==> config.mk <==
export PLATFORM = sky130hd
export DESIGN_NAME = count_seg_display
export DESIGN_NICKNAME = d
export VERILOG_FILES = /design/src/rtl/count_seg_display.sv
export SDC_FILE = /design/constraint.sdc
export NUM_CORES = 1
export LEC_CHECK = 0
export ABC_CLOCK_PERIOD_IN_PS = 2300
export BUFFER_PORTS_ARGS = -buffer_cell sky130_fd_sc_hd__buf_4
export CAP_MARGIN = 20
export CORE_MARGIN = 5
export CORE_UTILIZATION = 45
export DETAILED_ROUTE_END_ITERATION = 12
export PLACE_DENSITY_LB_ADDON = 0.1
export SETUP_SLACK_MARGIN = 0.2
export SYNTH_ARGS = -nofsm -noshare
export SYNTH_HDL_FRONTEND = slang
export SYNTH_SLANG_ARGS = --single-unit
==> constraint.sdc <==
create_clock -name clk -period 2.3 [get_ports clk]
set_clock_uncertainty 0.1 [all_clocks]
set_input_delay 0 -clock clk [delete_from_list [all_inputs] [get_ports clk]]
set_output_delay 0 -clock clk [all_outputs]
set_load 0.02 [all_outputs]
==> src/rtl/count_seg_display.sv <==
// -----------------------------------------------------------------------------
// count_seg_display
//
// Display stage for a 4-bit counter value (0..15). The value is sampled once
// per refresh frame, split into a tens digit (0/1) and a units digit (0..9),
// and time-multiplexed onto a 2-digit common-anode 7-segment display.
//
// A frame is two digit slots of REFRESH_DIV clocks each: the units slot first,
// then the tens slot. The first clock of every slot is dark so the previous
// digit's segments never bleed onto the newly enabled anode. The tens digit
// can be blanked when it is zero, and the whole display can blink with a
// half-period of BLINK_FRAMES frames.
//
// Parameters:
//   REFRESH_DIV   clk cycles per digit slot (>= 2)
//   BLINK_FRAMES  frames per blink half-period (>= 1)
//
// Ports:
//   clk       in   system clock, rising edge
//   reset     in   synchronous reset, active-low
//   count     in   [3:0] unsigned value to display, 0..15
//   blank_lz  in   1 = blank the tens digit when it is 0
//   blink_en  in   1 = blink the whole display
//   seg       out  [6:0] segments {g,f,e,d,c,b,a}, active-low
//   an        out  [1:0] digit anodes, active-low; an[0]=units, an[1]=tens
// -----------------------------------------------------------------------------
module count_seg_display #(
  parameter int unsigned REFRESH_DIV  = 50000,
  parameter int unsigned BLINK_FRAMES = 25
) (
  input  logic       clk,
  input  logic       reset,
  input  logic [3:0] count,
  input  logic       blank_lz,
  input  logic       blink_en,
  output logic [6:0] seg,
  output logic [1:0] an
);

  // ---------------------------------------------------------------------------
  // Widths and constants
  // ---------------------------------------------------------------------------
  localparam int unsigned SCAN_W  = (REFRESH_DIV > 1)  ? $clog2(REFRESH_DIV)  : 1;
  localparam int unsigned BLINK_W = (BLINK_FRAMES > 1) ? $clog2(BLINK_FRAMES) : 1;

  localparam logic [SCAN_W-1:0]  SCAN_LAST  = SCAN_W'(REFRESH_DIV - 1);
  localparam logic [BLINK_W-1:0] BLINK_LAST = BLINK_W'(BLINK_FRAMES - 1);

  localparam logic [6:0] SEG_OFF  = 7'h7F;
  localparam logic [1:0] AN_OFF   = 2'b11;
  localparam logic [1:0] AN_UNITS = 2'b10;
  localparam logic [1:0] AN_TENS  = 2'b01;

  // Which digit slot of the frame is being scanned.
  typedef enum logic {
    SLOT_UNITS = 1'b0,
    SLOT_TENS  = 1'b1
  } slot_e;

  // ---------------------------------------------------------------------------
  // 7-segment font, gfedcba, active-low
  // ---------------------------------------------------------------------------
  function automatic logic [6:0] font(input logic [3:0] digit);
    logic [6:0] pattern;
    // NOTE: a default assigned before the case keeps this purely
    // combinational for every input value, so no latch is inferred.
    pattern = SEG_OFF;
    case (digit)
      4'd0: pattern = 7'h40;
      4'd1: pattern = 7'h79;
      4'd2: pattern = 7'h24;
      4'd3: pattern = 7'h30;
      4'd4: pattern = 7'h19;
      4'd5: pattern = 7'h12;
      4'd6: pattern = 7'h02;
      4'd7: pattern = 7'h78;
      4'd8: pattern = 7'h00;
      4'd9: pattern = 7'h10;
      default: pattern = SEG_OFF;
    endcase
    return pattern;
  endfunction

  // ---------------------------------------------------------------------------
  // State
  // ---------------------------------------------------------------------------
  logic [SCAN_W-1:0]  scan_cnt_q,  scan_cnt_d;
  slot_e              dsel_q,      dsel_d;
  logic [3:0]         val_q,       val_d;
  logic [BLINK_W-1:0] blink_cnt_q, blink_cnt_d;
  logic               blink_off_q, blink_off_d;
  logic [6:0]         seg_q,       seg_d;
  logic [1:0]         an_q,        an_d;

  logic scan_wrap;
  logic frame_end;
  logic tens;
  logic [3:0] units;
  logic dark;

  // ---------------------------------------------------------------------------
  // Next-state logic: scan counter, slot select, frame sample, blink timer
  // ---------------------------------------------------------------------------
  always_comb begin
    scan_cnt_d  = scan_cnt_q;
    dsel_d      = dsel_q;
    val_d       = val_q;
    blink_cnt_d = blink_cnt_q;
    blink_off_d = blink_off_q;

    scan_wrap = (scan_cnt_q == SCAN_LAST);
    // A frame ends when the tens slot (the second slot) finishes.
    frame_end = scan_wrap && (dsel_q == SLOT_TENS);

    if (scan_wrap) begin
      scan_cnt_d = '0;
      dsel_d     = (dsel_q == SLOT_UNITS) ? SLOT_TENS : SLOT_UNITS;
    end else begin
      scan_cnt_d = scan_cnt_q + SCAN_W'(1);
    end

    // The value only changes between frames, so both digits of one frame
    // always come from the same sample.
    if (frame_end) begin
      val_d = count;
    end

    // Blink timer runs only while enabled; disabling it forces the lit phase
    // so the next enable always starts with a full lit half-period.
    if (!blink_en) begin
      blink_cnt_d = '0;
      blink_off_d = 1'b0;
    end else if (frame_end) begin
      if (blink_cnt_q == BLINK_LAST) begin
        blink_cnt_d = '0;
        blink_off_d = ~blink_off_q;
      end else begin
        blink_cnt_d = blink_cnt_q + BLINK_W'(1);
      end
    end
  end

  // ---------------------------------------------------------------------------
  // Output decode from the current-cycle state (registered below)
  // ---------------------------------------------------------------------------
  always_comb begin
    seg_d = SEG_OFF;
    an_d  = AN_OFF;

    tens  = (val_q >= 4'd10);
    units = tens ? (val_q - 4'd10) : val_q;

    // blink_en gates blink_off_q directly so that dropping blink_en lights
    // the display on the very next edge, not one cycle after the clear.
    dark = blink_en && blink_off_q;

    if ((scan_cnt_q == '0) || dark) begin
      // Dead-time cycle at the start of each slot, or blink-off phase.
      seg_d = SEG_OFF;
      an_d  = AN_OFF;
    end else if (dsel_q == SLOT_UNITS) begin
      seg_d = font(units);
      an_d  = AN_UNITS;
    end else if (!(blank_lz && !tens)) begin
      seg_d = font({3'b000, tens});
      an_d  = AN_TENS;
    end
  end

  // ---------------------------------------------------------------------------
  // Registers
  // ---------------------------------------------------------------------------
  // NOTE: state is updated with non-blocking assignments so every register
  // samples the pre-edge values, independent of statement order.
  always_ff @(posedge clk) begin
    if (!reset) begin
      scan_cnt_q  <= '0;
      dsel_q      <= SLOT_UNITS;
      val_q       <= 4'd0;
      blink_cnt_q <= '0;
      blink_off_q <= 1'b0;
      seg_q       <= SEG_OFF;
      an_q        <= AN_OFF;
    end else begin
      scan_cnt_q  <= scan_cnt_d;
      dsel_q      <= dsel_d;
      val_q       <= val_d;
      blink_cnt_q <= blink_cnt_d;
      blink_off_q <= blink_off_d;
      seg_q       <= seg_d;
      an_q        <= an_d;
    end
  end

  assign seg = seg_q;
  assign an  = an_q;

endmodule

==> flow_summary.yaml <==
clock_tree:
  path_clk_slew_ns: 0.07
  clock_path_buffers: 2
  cts.sinks: 36
  cts_tree: "done"
  cts-root-buf: "clkbuf_8"
  numCtsBuffers: 5
  clk_latency_ns: 0.28
  cts_max_level: 2
run_status:
  status: "completed"
global_routing:
  antenna_found_initial: 0
  grt-ovfl-total: 0
  grtUsageTotal: 0.157
  grt_max_degree: 17
  grt_pass1_wl_mm: 6.78
  first_global_vias: 1543
yosys:
  synth_edf_count: 0
  yosys.area.top_type_share: 0.385
  synth_area_um2: 1870
  syn_area_per_cell_um2: 8.36
  synthArstFlopShare: 0
  syn_inst: 224
  syn-num-nets: 240
  synthFlopType: "dfxtp_1"
  yosysUniqueCellTypes: 44
  yosys_warnings: 0
  synthTopCellsByCount: "dfxtp_1 (36), nor2_1 (26), inv_1 (15)"
  yosys.area.top_type: "dfxtp_1"
  synth_most_common_cell: "dfxtp_1"
  seq_area_frac_synth: 0.385
  synth_area_leaders: "dfxtp_1 (38%), ha_1 (5.3%), nor2_1 (5.2%)"
  ys_ff_latch: 36
routing:
  drt_wl_total_mm: 4.02
  viasPerCell: 5.45
  drt_iter0_markers: 71
  drcViolationCount: 0
  vias: 1707
  first_pass_iters: 4
  drtAntennaViolNets: 0
  avgRoutedWirePerCell_um: 12.8
placement:
  io_buffers: 16
  place_congestion: 0.796
  numPlacedInstances: 293
  dp_slack_ns: 0.0767
  dp_hpwl_mm: 2.82
finish:
  stdcell_count: 313
  multi_input_area_um2: 1090
  fin_util: 0.586
  diodes: 0
  final_nets: 278
  syn_to_final_growth_pct: 26.1
  fillerInstances: 389
  drive_gt1_frac: 0.198
  seq_area_um2: 723
timing:
  fmax_mhz: 451
  final-setup-viol-count: 0
  period_needed_ns: 2.22
  maxSlewViolCount: 0
  finalCritPeriodShare: 0.964
  setup_tns_ns: 0
  maxSlewHeadroom: 0.733
  rsz0062_at_grt: "yes"
  hold_viol_final: 0
  fin_ws_ns: 0.0837
  tightest_slew_ns: 0.396
die:
  rows: 23
  ioPinCount: 17
  core_area_um2: 4030
  die_h_um: 74.5
  fp.dieW_um: 74.5
  die_area_um2: 5550
  start_util: 0.465
setup_path:
  rrSetupSlack_ns: 0.08
  arrival_ns: 2.33
  crit_path_start_kind: "flop"
  timing_worst_setup_path_type: "reg2reg"
  cp.required_ns: 2.42
  worstPathMaxFanout: 7
  endpoint_kind: "flop"
power_and_ir_drop:
  p_leak_nw: 0.915
  ir_drop_v: 0.000609
  power_density_nw_per_um2: 548
flow_run:
  maxCapViolCount: 0
min_path:
  hp-class: "in2reg"
[state kept, by name (all words and copies together), names as in the netlist]
signal / count
scan_cnt_q: 16
seg: 7
blink_cnt_q: 5
val_q: 4
an: 2
blink_off_q: 1
dsel_q: 1
[cell usage in the layout (no fill, tap or decap), drive strengths merged, types with 2 or more instances in the layout]
cell	instances
a22oi	2
xnor2	10
clkbuf	6
a21boi	3
a221o	2
or4	4
a21oi	11
xor2	4
or3	4
buf	34
or4b	3
a31oi	3
nand3	10
nand4	6
nand2	11
mux2i	6
dlygate4sd3	6
dfxtp	36
nand2b	4
nor4	5
nor2b	8
and2	2
o21ai	11
nor2	26
nor3	5
ha	8
inv	15
[metrics by stage]
stage | instance area, µm² | power [mW] | hold WS (ns)
6_report | 2360 | 1.30 | 0.0173
5_1_grt | 2360 | 1.35 | 0.0346
4_1_cts | 2330 | 1.31 | 0.0111
3_5_place_dp | 2110 | 0.758 | 0.163
3_3_place_gp | 2110 | 0.758 | 0.160
2_1_floorplan | 1890 | 0.715 | 0.0217
[what timing repair did]
| action | CTS | global route |
|---|---|---|
| setup buffers | 5 | 1 |
| pin swaps | 5 | 3 |
| endpoints found under the setup margin | 5 | 25 |
| endpoints found under the hold margin | 8 | 0 |
| hold buffers | 6 | 0 |
| gates cloned | 0 | 0 |
| gates resized for setup | 6 | 7 |
[cells by family (layout without fill, tap and decap cells)]
| family | Yosys count | after routing | synth area share |
|---|---|---|---|
| and+or+nand+nor | 93 | 93 | 0.268 |
| muxes | 6 | 6 | 0.0321 |
| xor gates and xnor gates | 14 | 14 | 0.0655 |
| adders and majority gates | 8 | 8 | 0.0534 |
| DFF | 36 | 36 | 0.385 |
| buffers and inverters | 24 | 63 | 0.0488 |
| AOI/OAI and AO/OA | 43 | 43 | 0.148 |
[critical path, cell delays in order, from the launching register on]
cell	delay, ns
dfxtp_2	0.32
or4_4	0.53
or4_4	0.60
or4b_1	0.48
a21oi_1	0.14
[power by group]
| group | leakage (nW) | total [mW] | internal [mW] | switching [mW] |
|---|---|---|---|---|
| sequential | 0.294 | 0.652 | 0.641 | 0.0105 |
| clock | 0.0552 | 0.541 | 0.322 | 0.219 |
| combinational | 0.566 | 0.103 | 0.0519 | 0.0513 |
| total | 0.915 | 1.30 | 1.01 | 0.281 |
[worst paths after layout]
path | start | to | cells after the start
min | blink_en | blink_cnt_q[1]$_SDFFE_PN0P_ | 3
max reg2reg | scan_cnt_q[12]$_SDFF_PP0_ | blink_cnt_q[2]$_SDFFE_PN0P_ | 4
max | scan_cnt_q[12]$_SDFF_PP0_ | blink_cnt_q[2]$_SDFFE_PN0P_ | 4
min reg2reg | blink_off_q$_SDFFE_PN0P_ | blink_off_q$_SDFFE_PN0P_ | 2
[routing by layer]
layer / vias up / GRT usage / wire, µm
li1: 868 / - / -
met1: 784 / 0.195 / 1860
met2: 45 / 0.253 / 1850
met3: 10 / 0.0459 / 206
met4: 0 / 0.0692 / 99
met5: - / 0 / 0
[final cells by class]
type	instances	area share
clock buffers	6	0.0307
clock inverters	2	0.0148
inverters	15	0.0238
multi-input cells	164	0.460
flip-flops and latches	36	0.306
well taps	50	0.0265
repair buffers	40	0.138
No activity file was read; power rests on OpenSTA's default activity.
